`config.mk`:
```
export PLATFORM = sky130hd
export DESIGN_NAME = config_bus_arb_flat
export DESIGN_NICKNAME = d
export VERILOG_FILES = /design/src/rtl/config_bus_arb_if.sv /design/src/rtl/config_bus_arb.sv /design/src/flat_wrapper.sv
export SDC_FILE = /design/constraint.sdc
export NUM_CORES = 1
export LEC_CHECK = 0
export ABC_AREA = 1
export BUFFER_PORTS_ARGS = -buffer_cell sky130_fd_sc_hd__buf_2
export CAP_MARGIN = 20
export CORE_MARGIN = 10
export CORE_UTILIZATION = 35
export CTS_BUF_LIST = sky130_fd_sc_hd__clkbuf_2 sky130_fd_sc_hd__clkbuf_4 sky130_fd_sc_hd__clkbuf_8
export CTS_CLUSTER_SIZE = 30
export DETAILED_ROUTE_END_ITERATION = 16
export SYNTH_ARGS = -nofsm -noshare
export SYNTH_HDL_FRONTEND = slang
export SYNTH_SLANG_ARGS = --single-unit
```
`constraint.sdc`:
```
create_clock -name config_clk -period 3.6 [get_ports config_clk]
set_clock_uncertainty 0.05 [all_clocks]
set_input_delay 0.36 -clock config_clk [delete_from_list [all_inputs] [get_ports config_clk]]
set_output_delay 0.36 -clock config_clk [all_outputs]
set_load 0.02 [all_outputs]
```
`src/rtl/config_bus_arb_if.sv`:
```
// ----------------------------------------------------------------------------
// config_bus_arb_if
//   Bundles every bus signal of the config-space arbiter:
//   - SPI side    : spi_w/spi_r strobes, spi_a, spi_d, spi_rdata,
//                   spi_overrun (sticky), overrun_clr
//   - host side   : host_req/host_we/host_a/host_d in, host_ack/host_rdata out
//   - memory side : mem_we/mem_re/mem_a/mem_d out, mem_q in
//   Modports:
//   - slave  : the arbiter itself
//   - master : the surrounding environment (SPI translator, host, register file)
// ----------------------------------------------------------------------------
interface config_bus_arb_if #(
  parameter int AW = 8,
  parameter int DW = 8
);
  logic          spi_w;
  logic          spi_r;
  logic [AW-1:0] spi_a;
  logic [DW-1:0] spi_d;
  logic [DW-1:0] spi_rdata;
  logic          spi_overrun;
  logic          overrun_clr;

  logic          host_req;
  logic          host_we;
  logic [AW-1:0] host_a;
  logic [DW-1:0] host_d;
  logic          host_ack;
  logic [DW-1:0] host_rdata;

  logic          mem_we;
  logic          mem_re;
  logic [AW-1:0] mem_a;
  logic [DW-1:0] mem_d;
  logic [DW-1:0] mem_q;

  modport slave (
    input  spi_w, spi_r, spi_a, spi_d, overrun_clr,
    output spi_rdata, spi_overrun,
    input  host_req, host_we, host_a, host_d,
    output host_ack, host_rdata,
    output mem_we, mem_re, mem_a, mem_d,
    input  mem_q
  );

  modport master (
    output spi_w, spi_r, spi_a, spi_d, overrun_clr,
    input  spi_rdata, spi_overrun,
    output host_req, host_we, host_a, host_d,
    input  host_ack, host_rdata,
    input  mem_we, mem_re, mem_a, mem_d,
    output mem_q
  );
endinterface

```
`src/rtl/config_bus_arb.sv`:
```
// ----------------------------------------------------------------------------
// config_bus_arb
//   Shares one config register space between the SPI-side config bus
//   (strobe-only, no backpressure) and a local host port (req/ack handshake).
//   SPI traffic has strict priority. A 1-deep pending slot absorbs one SPI
//   strobe while the memory port is busy; a further strobe is dropped and
//   flagged on the sticky spi_overrun.
//   Ports:
//   - config_clk : sole clock
//   - rst        : asynchronous, active-high reset
//   - bus        : config_bus_arb_if.slave (SPI, host and memory signals)
//   Parameters: AW/DW address/data width, READ_LAT memory read latency (1..3)
// ----------------------------------------------------------------------------
module config_bus_arb #(
  parameter int AW       = 8,
  parameter int DW       = 8,
  parameter int READ_LAT = 1
) (
  input  logic            config_clk,
  input  logic            rst,
  config_bus_arb_if.slave bus
);

  typedef enum logic [1:0] {IDLE, SPI_RD, HOST_RD, HOST_GAP} state_t;

  localparam logic [1:0] LAT = 2'(READ_LAT);

  state_t        state, state_n;
  logic [1:0]    cnt, cnt_n;

  logic          slot_full;
  logic          slot_we;
  logic [AW-1:0] slot_a;
  logic [DW-1:0] slot_d;

  logic          strobe;
  logic          slot_release;
  logic          bypass_wr;
  logic          slot_load;
  logic          overrun_set;

  logic          mem_we_n, mem_re_n, host_ack_n;
  logic [AW-1:0] mem_a_n;
  logic [DW-1:0] mem_d_n, spi_rdata_n, host_rdata_n;

  assign strobe = bus.spi_w | bus.spi_r;

  // Slot capture. A slot being released this cycle can take the new strobe.
  // A write strobe issued straight from the inputs never occupies the slot;
  // a read strobe does, and stays there until its data is sampled.
  always_comb begin
    slot_load   = strobe & ~bypass_wr & (~slot_full | slot_release);
    overrun_set = (bus.spi_w & bus.spi_r) | (strobe & slot_full & ~slot_release);
  end

  always_comb begin
    state_n      = state;
    cnt_n        = cnt;
    mem_we_n     = 1'b0;
    mem_re_n     = 1'b0;
    mem_a_n      = bus.mem_a;
    mem_d_n      = bus.mem_d;
    host_ack_n   = 1'b0;
    spi_rdata_n  = bus.spi_rdata;
    host_rdata_n = bus.host_rdata;
    slot_release = 1'b0;
    bypass_wr    = 1'b0;
    unique case (state)
      IDLE: begin
        if (slot_full) begin
          mem_a_n = slot_a;
          if (slot_we) begin
            mem_we_n     = 1'b1;
            mem_d_n      = slot_d;
            slot_release = 1'b1;
          end else begin
            mem_re_n = 1'b1;
            cnt_n    = '0;
            state_n  = SPI_RD;
          end
        end else if (strobe) begin
          // Empty slot: serve the strobe in the cycle it arrives.
          mem_a_n = bus.spi_a;
          if (bus.spi_w) begin
            mem_we_n  = 1'b1;
            mem_d_n   = bus.spi_d;
            bypass_wr = 1'b1;
          end else begin
            mem_re_n = 1'b1;
            cnt_n    = '0;
            state_n  = SPI_RD;
          end
        end else if (bus.host_req) begin
          mem_a_n = bus.host_a;
          if (bus.host_we) begin
            mem_we_n   = 1'b1;
            mem_d_n    = bus.host_d;
            host_ack_n = 1'b1;
            state_n    = HOST_GAP;
          end else begin
            mem_re_n = 1'b1;
            cnt_n    = '0;
            state_n  = HOST_RD;
          end
        end
      end
      // cnt is 0 in the mem_re cycle, so mem_q is valid when cnt reaches LAT.
      SPI_RD: begin
        if (cnt == LAT) begin
          spi_rdata_n  = bus.mem_q;
          slot_release = 1'b1;
          state_n      = IDLE;
        end else begin
          cnt_n = cnt + 2'd1;
        end
      end
      HOST_RD: begin
        if (cnt == LAT) begin
          host_rdata_n = bus.mem_q;
          host_ack_n   = 1'b1;
          state_n      = HOST_GAP;
        end else begin
          cnt_n = cnt + 2'd1;
        end
      end
      // Dead cycle that lets the host drop host_req after its ack.
      HOST_GAP: state_n = IDLE;
      default:  state_n = IDLE;
    endcase
  end

  always_ff @(posedge config_clk or posedge rst) begin
    if (rst) begin
      state           <= IDLE;
      cnt             <= '0;
      slot_full       <= 1'b0;
      bus.spi_overrun <= 1'b0;
      bus.mem_we      <= 1'b0;
      bus.mem_re      <= 1'b0;
      bus.mem_a       <= '0;
      bus.mem_d       <= '0;
      bus.host_ack    <= 1'b0;
      bus.spi_rdata   <= '0;
      bus.host_rdata  <= '0;
    end else begin
      state <= state_n;
      cnt   <= cnt_n;
      if (slot_load) begin
        slot_full <= 1'b1;
      end else if (slot_release) begin
        slot_full <= 1'b0;
      end
      // A new overrun wins over a simultaneous clear.
      bus.spi_overrun <= (bus.spi_overrun & ~bus.overrun_clr) | overrun_set;
      bus.mem_we      <= mem_we_n;
      bus.mem_re      <= mem_re_n;
      bus.mem_a       <= mem_a_n;
      bus.mem_d       <= mem_d_n;
      bus.host_ack    <= host_ack_n;
      bus.spi_rdata   <= spi_rdata_n;
      bus.host_rdata  <= host_rdata_n;
    end
  end

  // Slot payload is only meaningful while slot_full is set.
  always_ff @(posedge config_clk) begin
    if (slot_load) begin
      slot_we <= bus.spi_w;
      slot_a  <= bus.spi_a;
      slot_d  <= bus.spi_d;
    end
  end

endmodule
```
`src/flat_wrapper.sv`:
```
// flat-port wrapper written by rule: the top's interface ports become plain ports
module config_bus_arb_flat 
#(
  parameter int AW       = 8,
  parameter int DW       = 8,
  parameter int READ_LAT = 1
)
  (config_clk, rst, bus_spi_w, bus_spi_r, bus_spi_a, bus_spi_d, bus_overrun_clr, bus_spi_rdata, bus_spi_overrun, bus_host_req, bus_host_we, bus_host_a, bus_host_d, bus_host_ack, bus_host_rdata, bus_mem_we, bus_mem_re, bus_mem_a, bus_mem_d, bus_mem_q);
  config_bus_arb_if #(.AW(AW), .DW(DW)) bus_i ();
  input  logic config_clk;
  input  logic rst;
  input wire logic [$bits(bus_i.spi_w)-1:0] bus_spi_w;
  input wire logic [$bits(bus_i.spi_r)-1:0] bus_spi_r;
  input wire logic [$bits(bus_i.spi_a)-1:0] bus_spi_a;
  input wire logic [$bits(bus_i.spi_d)-1:0] bus_spi_d;
  input wire logic [$bits(bus_i.overrun_clr)-1:0] bus_overrun_clr;
  output wire logic [$bits(bus_i.spi_rdata)-1:0] bus_spi_rdata;
  output wire logic [$bits(bus_i.spi_overrun)-1:0] bus_spi_overrun;
  input wire logic [$bits(bus_i.host_req)-1:0] bus_host_req;
  input wire logic [$bits(bus_i.host_we)-1:0] bus_host_we;
  input wire logic [$bits(bus_i.host_a)-1:0] bus_host_a;
  input wire logic [$bits(bus_i.host_d)-1:0] bus_host_d;
  output wire logic [$bits(bus_i.host_ack)-1:0] bus_host_ack;
  output wire logic [$bits(bus_i.host_rdata)-1:0] bus_host_rdata;
  output wire logic [$bits(bus_i.mem_we)-1:0] bus_mem_we;
  output wire logic [$bits(bus_i.mem_re)-1:0] bus_mem_re;
  output wire logic [$bits(bus_i.mem_a)-1:0] bus_mem_a;
  output wire logic [$bits(bus_i.mem_d)-1:0] bus_mem_d;
  input wire logic [$bits(bus_i.mem_q)-1:0] bus_mem_q;
  assign bus_i.spi_w = bus_spi_w;
  assign bus_i.spi_r = bus_spi_r;
  assign bus_i.spi_a = bus_spi_a;
  assign bus_i.spi_d = bus_spi_d;
  assign bus_i.overrun_clr = bus_overrun_clr;
  assign bus_spi_rdata = bus_i.spi_rdata;
  assign bus_spi_overrun = bus_i.spi_overrun;
  assign bus_i.host_req = bus_host_req;
  assign bus_i.host_we = bus_host_we;
  assign bus_i.host_a = bus_host_a;
  assign bus_i.host_d = bus_host_d;
  assign bus_host_ack = bus_i.host_ack;
  assign bus_host_rdata = bus_i.host_rdata;
  assign bus_mem_we = bus_i.mem_we;
  assign bus_mem_re = bus_i.mem_re;
  assign bus_mem_a = bus_i.mem_a;
  assign bus_mem_d = bus_i.mem_d;
  assign bus_i.mem_q = bus_mem_q;
  config_bus_arb #(.AW(AW), .DW(DW), .READ_LAT(READ_LAT)) u_core (.config_clk(config_clk), .rst(rst), .bus(bus_i));
endmodule
```
## After elaboration in Yosys (flattened, before gate mapping)

Index checks and enable logic that the tools add are counted.

- Bits in registers: 58
- Latch bits: 0
- RAM bits: 0
- ROM bits: 0
- Bits of input ports: 47
- Output and inout port bits: 36
- Word-level logic and storage cells: 105
- Memories kept: 0

- Add/subtract/negate cells: 1
- Multipliers: 0
- Div/mod/pow operators: 0
- Magnitude comparators: 0
- Equal/unequal tests: 13
- Shift-type cells: 0
- Multiplexer cells: 51
- Bitwise logic cells: 14
- Reduce and logical (&&, ||, !) cells: 12

Operator list:

| kind | count |
|---|---|
| $mux 8 | 9 |
| $mux 2 | 14 |
| $mux 1 | 24 |
| $reduce_and 5->1 | 2 |
| $ne 4x2->1 const B | 2 |
| $pmux 2 s4 | 1 |
| $and 1x1->1 | 6 |
| $reduce_and 2->1 | 3 |
| $reduce_and 6->1 | 1 |
| $reduce_bool 3->1 | 2 |
| $eq 2x1->1 const B | 2 |
| $eq 2x2->1 const B | 2 |
| $ne 2x1->1 const B | 2 |
| $ne 2x2->1 const B | 2 |
| $ne 4x3->1 const B | 1 |
| $not 1->1 | 4 |
| $or 1x1->1 | 4 |
| $pmux 1 s2 | 2 |
| $pmux 2 s2 | 1 |
| $reduce_bool 2->1 | 2 |
| $ne 3x2->1 const B | 1 |
| $ne 3x3->1 const B | 1 |
| $add 2x1->2 const B | 1 |
| $logic_not 2->1 | 1 |
| $reduce_or 2->1 | 1 |

## Depth between registers and ports, before layout

Gate-level depths: netlist of run 1.

- Word-level depth: 8
- Gate-level depth with buffers: 10
- Mapped depth without buffers: 10

## Worst setup path after synthesis of run 1

OpenSTA, ideal clock, no wires.

- Kind: reg-to-reg
- Start point: reg u_core.state[0]
- End point: reg u_core.slot_a[0] (enable)
- Arrival time: 1.730 ns
- Slack: 1.429 ns
- Stages on the path, launching flop included: 7
- Buffers on the path: 0
- Clock period less this slack: 2.171 ns
- Cell sequence: dfrtp_1 inv_1 ha_1 nand2_1 nand3_1 nand2_1 nor2_1

- Longest elaborated chain between the ends: 5
- Elaborated cells between the ends (all ways): 8

Ends and longest elaborated chain:

| what | RTL line | RTL |
|---|---|---|
| from (decl) | config_bus_arb.sv:28 | `state_t state, state_n;` |
| from (signal assigned) | config_bus_arb.sv:146 | `state <= state_n;` |
| parallel branches: the longest is 4 deep, another holds $eq 2x1->1 | - |  |
| $and 1x1->1 * | config_bus_arb.sv:52 | `slot_load = strobe & ~bypass_wr & (~slot_full \| slot_release);` |
| named net u_core.slot_load | config_bus_arb.sv:39 | `logic slot_load;` |
| to (signal assigned) | config_bus_arb.sv:169 | `slot_a <= bus.spi_a;` |
| to (decl) | config_bus_arb.sv:33 | `logic [AW-1:0] slot_a;` |

Mark *: on every way through the listed nets, which the timed path passes.
A chain may end at the register's enable or synchronous reset.

## Worst setup path in the final report of run 1

- Start point: reg u_core.state[1]
- End point: reg u_core.slot_a[2] (enable)

Same word-level chain as after synthesis.

==> results of run 1 <==
-- through the flow --
step,hold WS [ns],cells,worst slack (ns)
after floorplan,0.392,354,1.43
final,0.0959,547,1.56
after detailed placement,0.410,531,1.51
after global placement,0.411,531,1.52
after global routing,0.135,547,1.36
after CTS,0.113,547,1.55
-- kinds of logic after synthesis --
| logic type | Yosys count | share of synthesized area |
|---|---|---|
| AOI/OAI and AO/OA | 26 | 0.0481 |
| buffers and inverters | 67 | 0.100 |
| and+or+nand+nor | 198 | 0.288 |
| adders and majority gates | 5 | 0.0220 |
| DFF | 58 | 0.541 |
-- flip-flops by register name (all words and copies together), names as in the netlist --
name,count
u_core.bus.host_ack,1
u_core.bus.host_rdata,8
u_core.bus.mem_a,8
u_core.bus.mem_d,8
u_core.bus.mem_re,1
u_core.bus.mem_we,1
u_core.bus.spi_overrun,1
u_core.bus.spi_rdata,8
u_core.cnt,2
u_core.slot_a,8
u_core.slot_d,8
u_core.slot_full,1
u_core.slot_we,1
u_core.state,2
-- synthesized netlist by cell type, drive strengths merged --
master / instances / area (um2)
dfrtp: 41 / 1030
nand2: 163 / 634
ha: 5 / 62.6
o21bai: 1 / 7.51
a21oi: 1 / 5.00
nand3: 24 / 130
o221ai: 1 / 8.76
o21ai: 23 / 115
nand4: 1 / 6.26
buf: 7 / 58.8
nor2: 10 / 47.6
edfxtp: 17 / 510
clkbuf: 2 / 7.51
inv: 58 / 218
-- how the worst min path moves through the flow --
stage,slack (ns),endpoint
6_report,0.1,u_core.bus.mem_a[1]$_DFFE_PP0P_
5_1_grt,0.13,u_core.bus.spi_rdata[2]$_DFFE_PP0P_
4_1_cts,0.11,u_core.bus.spi_rdata[7]$_DFFE_PP0P_
3_5_place_dp,0.41,u_core.bus.mem_a[5]$_DFFE_PP0P_
3_3_place_gp,0.41,u_core.cnt[1]$_DFFE_PP0P_
2_1_floorplan,0.39,u_core.cnt[1]$_DFFE_PP0P_
-- routing by layer --
layer  track usage  vias up
li1              -     1253
met4        0.0465        0
met1         0.141     1080
met3        0.0377       11
met2         0.221       57
met5             0        -
-- power groups by stage --
| stage | registers [W] | clock network, W | logic (W) |
|---|---|---|---|
| finish | 0.00111 | 0.000518 | 0.00124 |
| global route | 0.00115 | 0.000568 | 0.00141 |
| CTS | 0.00111 | 0.000536 | 0.00127 |
| detailed placement | 0.00112 | 0 | 0.00127 |
| global placement | 0.00112 | 0 | 0.00123 |
| floorplan | 0.00133 | 0 | 0.000637 |
-- final cells by class --
class / count / area [um2]
Sequential cell: 58 / 1540
Timing Repair Buffer: 84 / 425
Multi-Input combinational cell: 229 / 1020
Fill cell: 828 / 4320
Clock inverter: 7 / 43.8
Tap cell: 102 / 128
Clock buffer: 9 / 124
Inverter: 58 / 218
-- worst min-delay path: stages --
cell and delay, ns:
buf_2 0.10, clkinv_1 0.03, buf_4 0.45
==> results.ini, run 1 <==
[outcome]
status = finished clean

[sta]
slew_headroom = 0.390
setup_total_negative_slack_ns = 0
finalCriticalPeriod_ns = 2.04
max_freq_ghz = 0.491
rsz0062_at_grt = false
finalSetupViolCount = 0
final_min_period_over_clock_period = 0.566
final-max-slew-violation-count = 0
timing.final.hold_violations = 0
timing_worst_slew_pin_value_ns = 0.914

[clock_tree]
ctsRootBufferMaster = clkbuf_8
ctsLongestPathBuffers = 2
worst_setup_hold_path_clk_slew_ns = 0.07
number_of_buffers_inserted_by_hold_repair_at_cts = 0
cts.htree.levels = 3
cts-buffers-inserted = 9
cts_setup_buffers = 0
cts_repair_resize_count = 0
cts_tree = done
cts_sinks = 58
clock_insertion_delay_worst_skew_ns = 0.33

[layout]
final_core_utilization = 0.447
final_cell_area_um2 = 3490
design.final.nets = 492
syn2layout_area_growth_pct = 23.1
most-common-layout-cells = 160 x nand2_1, 82 x buf_2, 52 x inv_1, 41 x dfrtp_1, 22 x nand3_1
diode_count = 0
mostFrequentLayoutCell = nand2_1
drive_above_1_share = 0.252

[synthesis]
synthCells = 354
mappedNetlistArea_um2 = 2840
yosysWarnings = 0
post_synth_num_cell_types = 22
synth.yosys.seq_area_share = 0.541
postSynthRegisterBits = 58
syn_avg_cell_area_um2 = 8.02
number_of_nets_in_the_synthesized_netlist = 406

[grt]
grt_first_pass_wirelength_um = 11900
grt_antenna_before_repair = 0
gr-usage-all-layers = 0.126
first_global_vias = 2510
grt_max_degree = 42
globalRoute.totalOverflow = 0

[setup_path]
timing.critical_path.fanout_max = 17
crit_path_cell_trace = inv_1, ha_1, nand2_1, nand3_1, nand2_1, nor2_1, buf_4
worst_setup_endpoint = u_core.slot_a[2]$_DFFE_PP_
regToRegEndpoint = u_core.slot_a[2]$_DFFE_PP_
cp_data_required_time_ns = 3.57
cpLargestDelayFamily = simple AND/OR/NAND/NOR gates
path_buf_inv = 2
cp_num_cells = 7
crit_path_end_kind = flop
crit_path_frequent_cell = nand2_1
r2r_setup_slack_ns = 1.56
timing.critical_path.from = u_core.state[1]$_DFFE_PP0P_
rr_startpoint = u_core.state[1]$_DFFE_PP0P_
crit_arrival_ns = 2.01
criticalPathCategory = flop to flop
worst-r2r-cell-count = 7
cp-start-kind = flop
critical-path-slowest-cell = dfrtp_1
cp_slowest_stage_delay_ns = 0.40

[die]
die-area_um2 = 12100
initial_utilization = 0.363
floorplan.rows = 32
core_area_um2 = 7810
die_w_um = 110
chipHeight_um = 110
boundaryPins = 83

[power]
totalPowerFinal_w = 0.00287
powerDensity_nw_per_um2 = 821
cellLeakagePower_nw = 2.01
vdd_ir_drop_max_v = 0.000226
power.share.combinational = 0.432
power.clock.fraction = 0.181
internal_power_w = 0.00162
power.share.sequential = 0.387
swShare = 0.435
power_switching_w = 0.00125

[drt]
routedWlPerCell_um = 13.3
route.top_layer_used = met4
drc_errors = 0
route.met3.wl_um = 389
drt_first_iter_violations = 116
vias_per_cell = 4.39
routed_wirelength_um = 7260
ant_nets = 0
pre_antenna_drt_iters = 4
routed-wl-met2_um = 3600
detail_route.wirelength.met1_um = 3140
vias = 2401

[run]
drv_cap = 0

[placed_design]
postPlaceCellArea_um2 = 3320
portBuffers = 82
routabilityCongestion = 0.779
hpwl_um = 5340

[hold_path]
worst_hold_path_type = input port to async pin

No activity file was read; power rests on OpenSTA's default activity.
==> run 2, diff against run 1 <==
Settings changed: ABC_AREA 1 to 0.
Clock period 3.6 ns to 2.1 ns, I/O delays scaled along.
==> run 2 against run 1 <==
  * Final cell count fell by 26%
  * Count of clock-buffer cells in the layout grew 3
  * First-iteration DRC count decreased by 28%
  * Combinational power rose by 92%
  * Synthesized cell count is 43% lower
  * Via count decreased by 22%
  * Final area down 1.9%
  * Wire length is 14% lower
  * Critical path depth decreased by 2
  * Worst setup slack got worse by 1.2 ns
==> results.ini, run 2 <==
[sta]
final_min_period_over_clock_period = 0.831
setup_total_negative_slack_ns = 0
finalSetupViolCount = 0
max_freq_ghz = 0.573
finalCriticalPeriod_ns = 1.74
slew_headroom = 0.644
whs_ns = 0.0169
rsz0062_at_grt = false
timing.final.hold_violations = 0
timing_worst_slew_pin_value_ns = 0.534
final-max-slew-violation-count = 0

[synthesis]
synth.yosys.seq_area_share = 0.586
synth-edff-count = 17
postSynthRegisterBits = 58
number_of_nets_in_the_synthesized_netlist = 254
synthMostInstantiatedCell = dfrtp_1
syn_avg_cell_area_um2 = 13.0
mappedNetlistArea_um2 = 2620
synthCells = 202
post_synth_num_cell_types = 26
synth-async-reset-ratio = 0.707
yosysWarnings = 0
yosys.area.top_type = dfrtp_1
ys_top_cells_by_count = 41 x dfrtp_1, 34 x mux2_2, 24 x nand2_1, 21 x o21ai_0, 20 x mux2i_1
synthDominantCellAreaShare = 0.391
postSynth.topFlopCell = dfrtp_1
dominant_cells_by_area_after_synthesis = dfrtp_1 39%, edfxtp_1 19%, mux2_2 15%

[layout]
diode_count = 0
syn2layout_area_growth_pct = 30.7
drive_above_1_share = 0.474
most-common-layout-cells = 82 x buf_2, 41 x dfrtp_1, 34 x mux2_2, 24 x nand2_1, 21 x o21ai_0
mostFrequentLayoutCell = buf_2
final_core_utilization = 0.472
fillerInstances = 699
design.final.nets = 351

[placed_design]
portBuffers = 82
hpwl_um = 4610
routabilityCongestion = 0.743

[drt]
ant_nets = 0
pre_antenna_drt_iters = 4
vias = 1874
vias_per_cell = 4.65
drt_first_iter_violations = 83
drc_errors = 0
routed_wirelength_um = 6220
routedWlPerCell_um = 15.4

[power]
vdd_ir_drop_max_v = 0.000639
powerDensity_nw_per_um2 = 1550
cellLeakagePower_nw = 1.59
totalPowerFinal_w = 0.00532

[setup_path]
crit_arrival_ns = 1.91
r2r_setup_slack_ns = 0.36
timing.critical_path.fanout_max = 6
cp-start-kind = flop
cp_data_required_time_ns = 2.26
crit_path_end_kind = flop
criticalPathCategory = flop to flop

[clock_tree]
cts_tree = done
ctsLongestPathBuffers = 2
cts_sinks = 58
cts-buffers-inserted = 9
worst_setup_hold_path_clk_slew_ns = 0.06
clock_insertion_delay_worst_skew_ns = 0.33
ctsRootBufferMaster = clkbuf_8
cts_repair_resize_count = 0
cts.htree.levels = 3

[run]
drv_cap = 0

[grt]
grt_antenna_before_repair = 0
gr-usage-all-layers = 0.113
grt_max_degree = 42
grt_first_pass_wirelength_um = 10200
first_global_vias = 2008
globalRoute.totalOverflow = 0

[die]
chipHeight_um = 107
initial_utilization = 0.362
core_area_um2 = 7250
die_w_um = 107
boundaryPins = 83
floorplan.rows = 31
die-area_um2 = 11400

[hold_path]
worst_hold_path_type = input port to flop

[outcome]
status = finished clean

==> run 2: cell types whose count changed after synthesis, sizes merged, moves of 2 or more <==
cell,delta
inv,-51
o21ai,-2
mux2,+34
nand2b,+2
mux2i,+20
nand2,-139
a21oi,+3
nand3,-22
buf,-2
nor2,-3
nor3,+2
nor2b,+2
==> run 2: timing repair <==
item | CTS | global route
setup endpoints to repair | 0 | 0
hold buffers | 4 | 0
buffers inserted | 0 | 0
hold endpoints to repair | 44 | 0
==> run 2: final cells by class <==
| class | instances | area, um2 | area share |
|---|---|---|---|
| clock inverters | 4 | 43.8 | 0.0128 |
| repair buffers | 94 | 523 | 0.153 |
| multi-input cells | 129 | 1030 | 0.300 |
| flip-flops and latches | 58 | 1540 | 0.448 |
| inverters | 7 | 26.3 | 0.00767 |
| well taps | 99 | 124 | 0.0361 |
| clock buffers | 12 | 146 | 0.0427 |
==> run 2: worst paths after layout <==
path / from / to / cells past startpoint
max: u_core.state[0]$_DFFE_PP0P_ / u_core.state[0]$_DFFE_PP0P_ / 5
min: bus_spi_a[4] / u_core.slot_a[4]$_DFFE_PP_ / 1
max reg2reg: u_core.state[0]$_DFFE_PP0P_ / u_core.state[0]$_DFFE_PP0P_ / 5
min reg2reg: u_core.bus.mem_d[4]$_DFFE_PP0P_ / u_core.bus.mem_d[4]$_DFFE_PP0P_ / 1
max in group asynchronous: rst / u_core.state[1]$_DFFE_PP0P_ / 4
min in group asynchronous: rst / u_core.bus.host_rdata[7]$_DFFE_PP0P_ / 4
==> run 2: worst max-delay path, cell delays in order (launching register included) <==
cell	delay (ns)
dfrtp_1	0.40
inv_1	0.12
ha_1	0.27
o311ai_0	0.22
o21ai_0	0.19
mux2_2	0.38
==> run 2: layer usage <==
metal,wire length (um),track usage,vias to the layer above
met5,0,0,-
met4,128,0.0590,0
met3,278,0.0296,11
met2,3310,0.195,38
met1,2510,0.125,915
li1,-,-,910
==> run 2: report_power, final <==
part           total [W]  switching, W  internal [W]
logic            0.00238       0.00133       0.00105
clock network    0.00100      0.000424      0.000580
registers        0.00193      0.000207       0.00173
total            0.00532       0.00196       0.00336
==> run 2: kinds of logic after synthesis <==
| logic type | share of synthesized area |
|---|---|
| DFF | 0.586 |
| muxes | 0.222 |
| and+or+nand+nor | 0.0744 |
| AOI/OAI and AO/OA | 0.0668 |
| buffers and inverters | 0.0267 |
| adders and majority gates | 0.0239 |
==> run 2: per-stage QoR <==
stage	std cells	setup WS (ns)	cell area (um2)
CTS	403	0.360	3430
floorplan	202	0.0700	2640
global placement	383	0.415	3200
finish	403	0.356	3430
detailed placement	383	0.374	3200
global route	403	0.239	3430
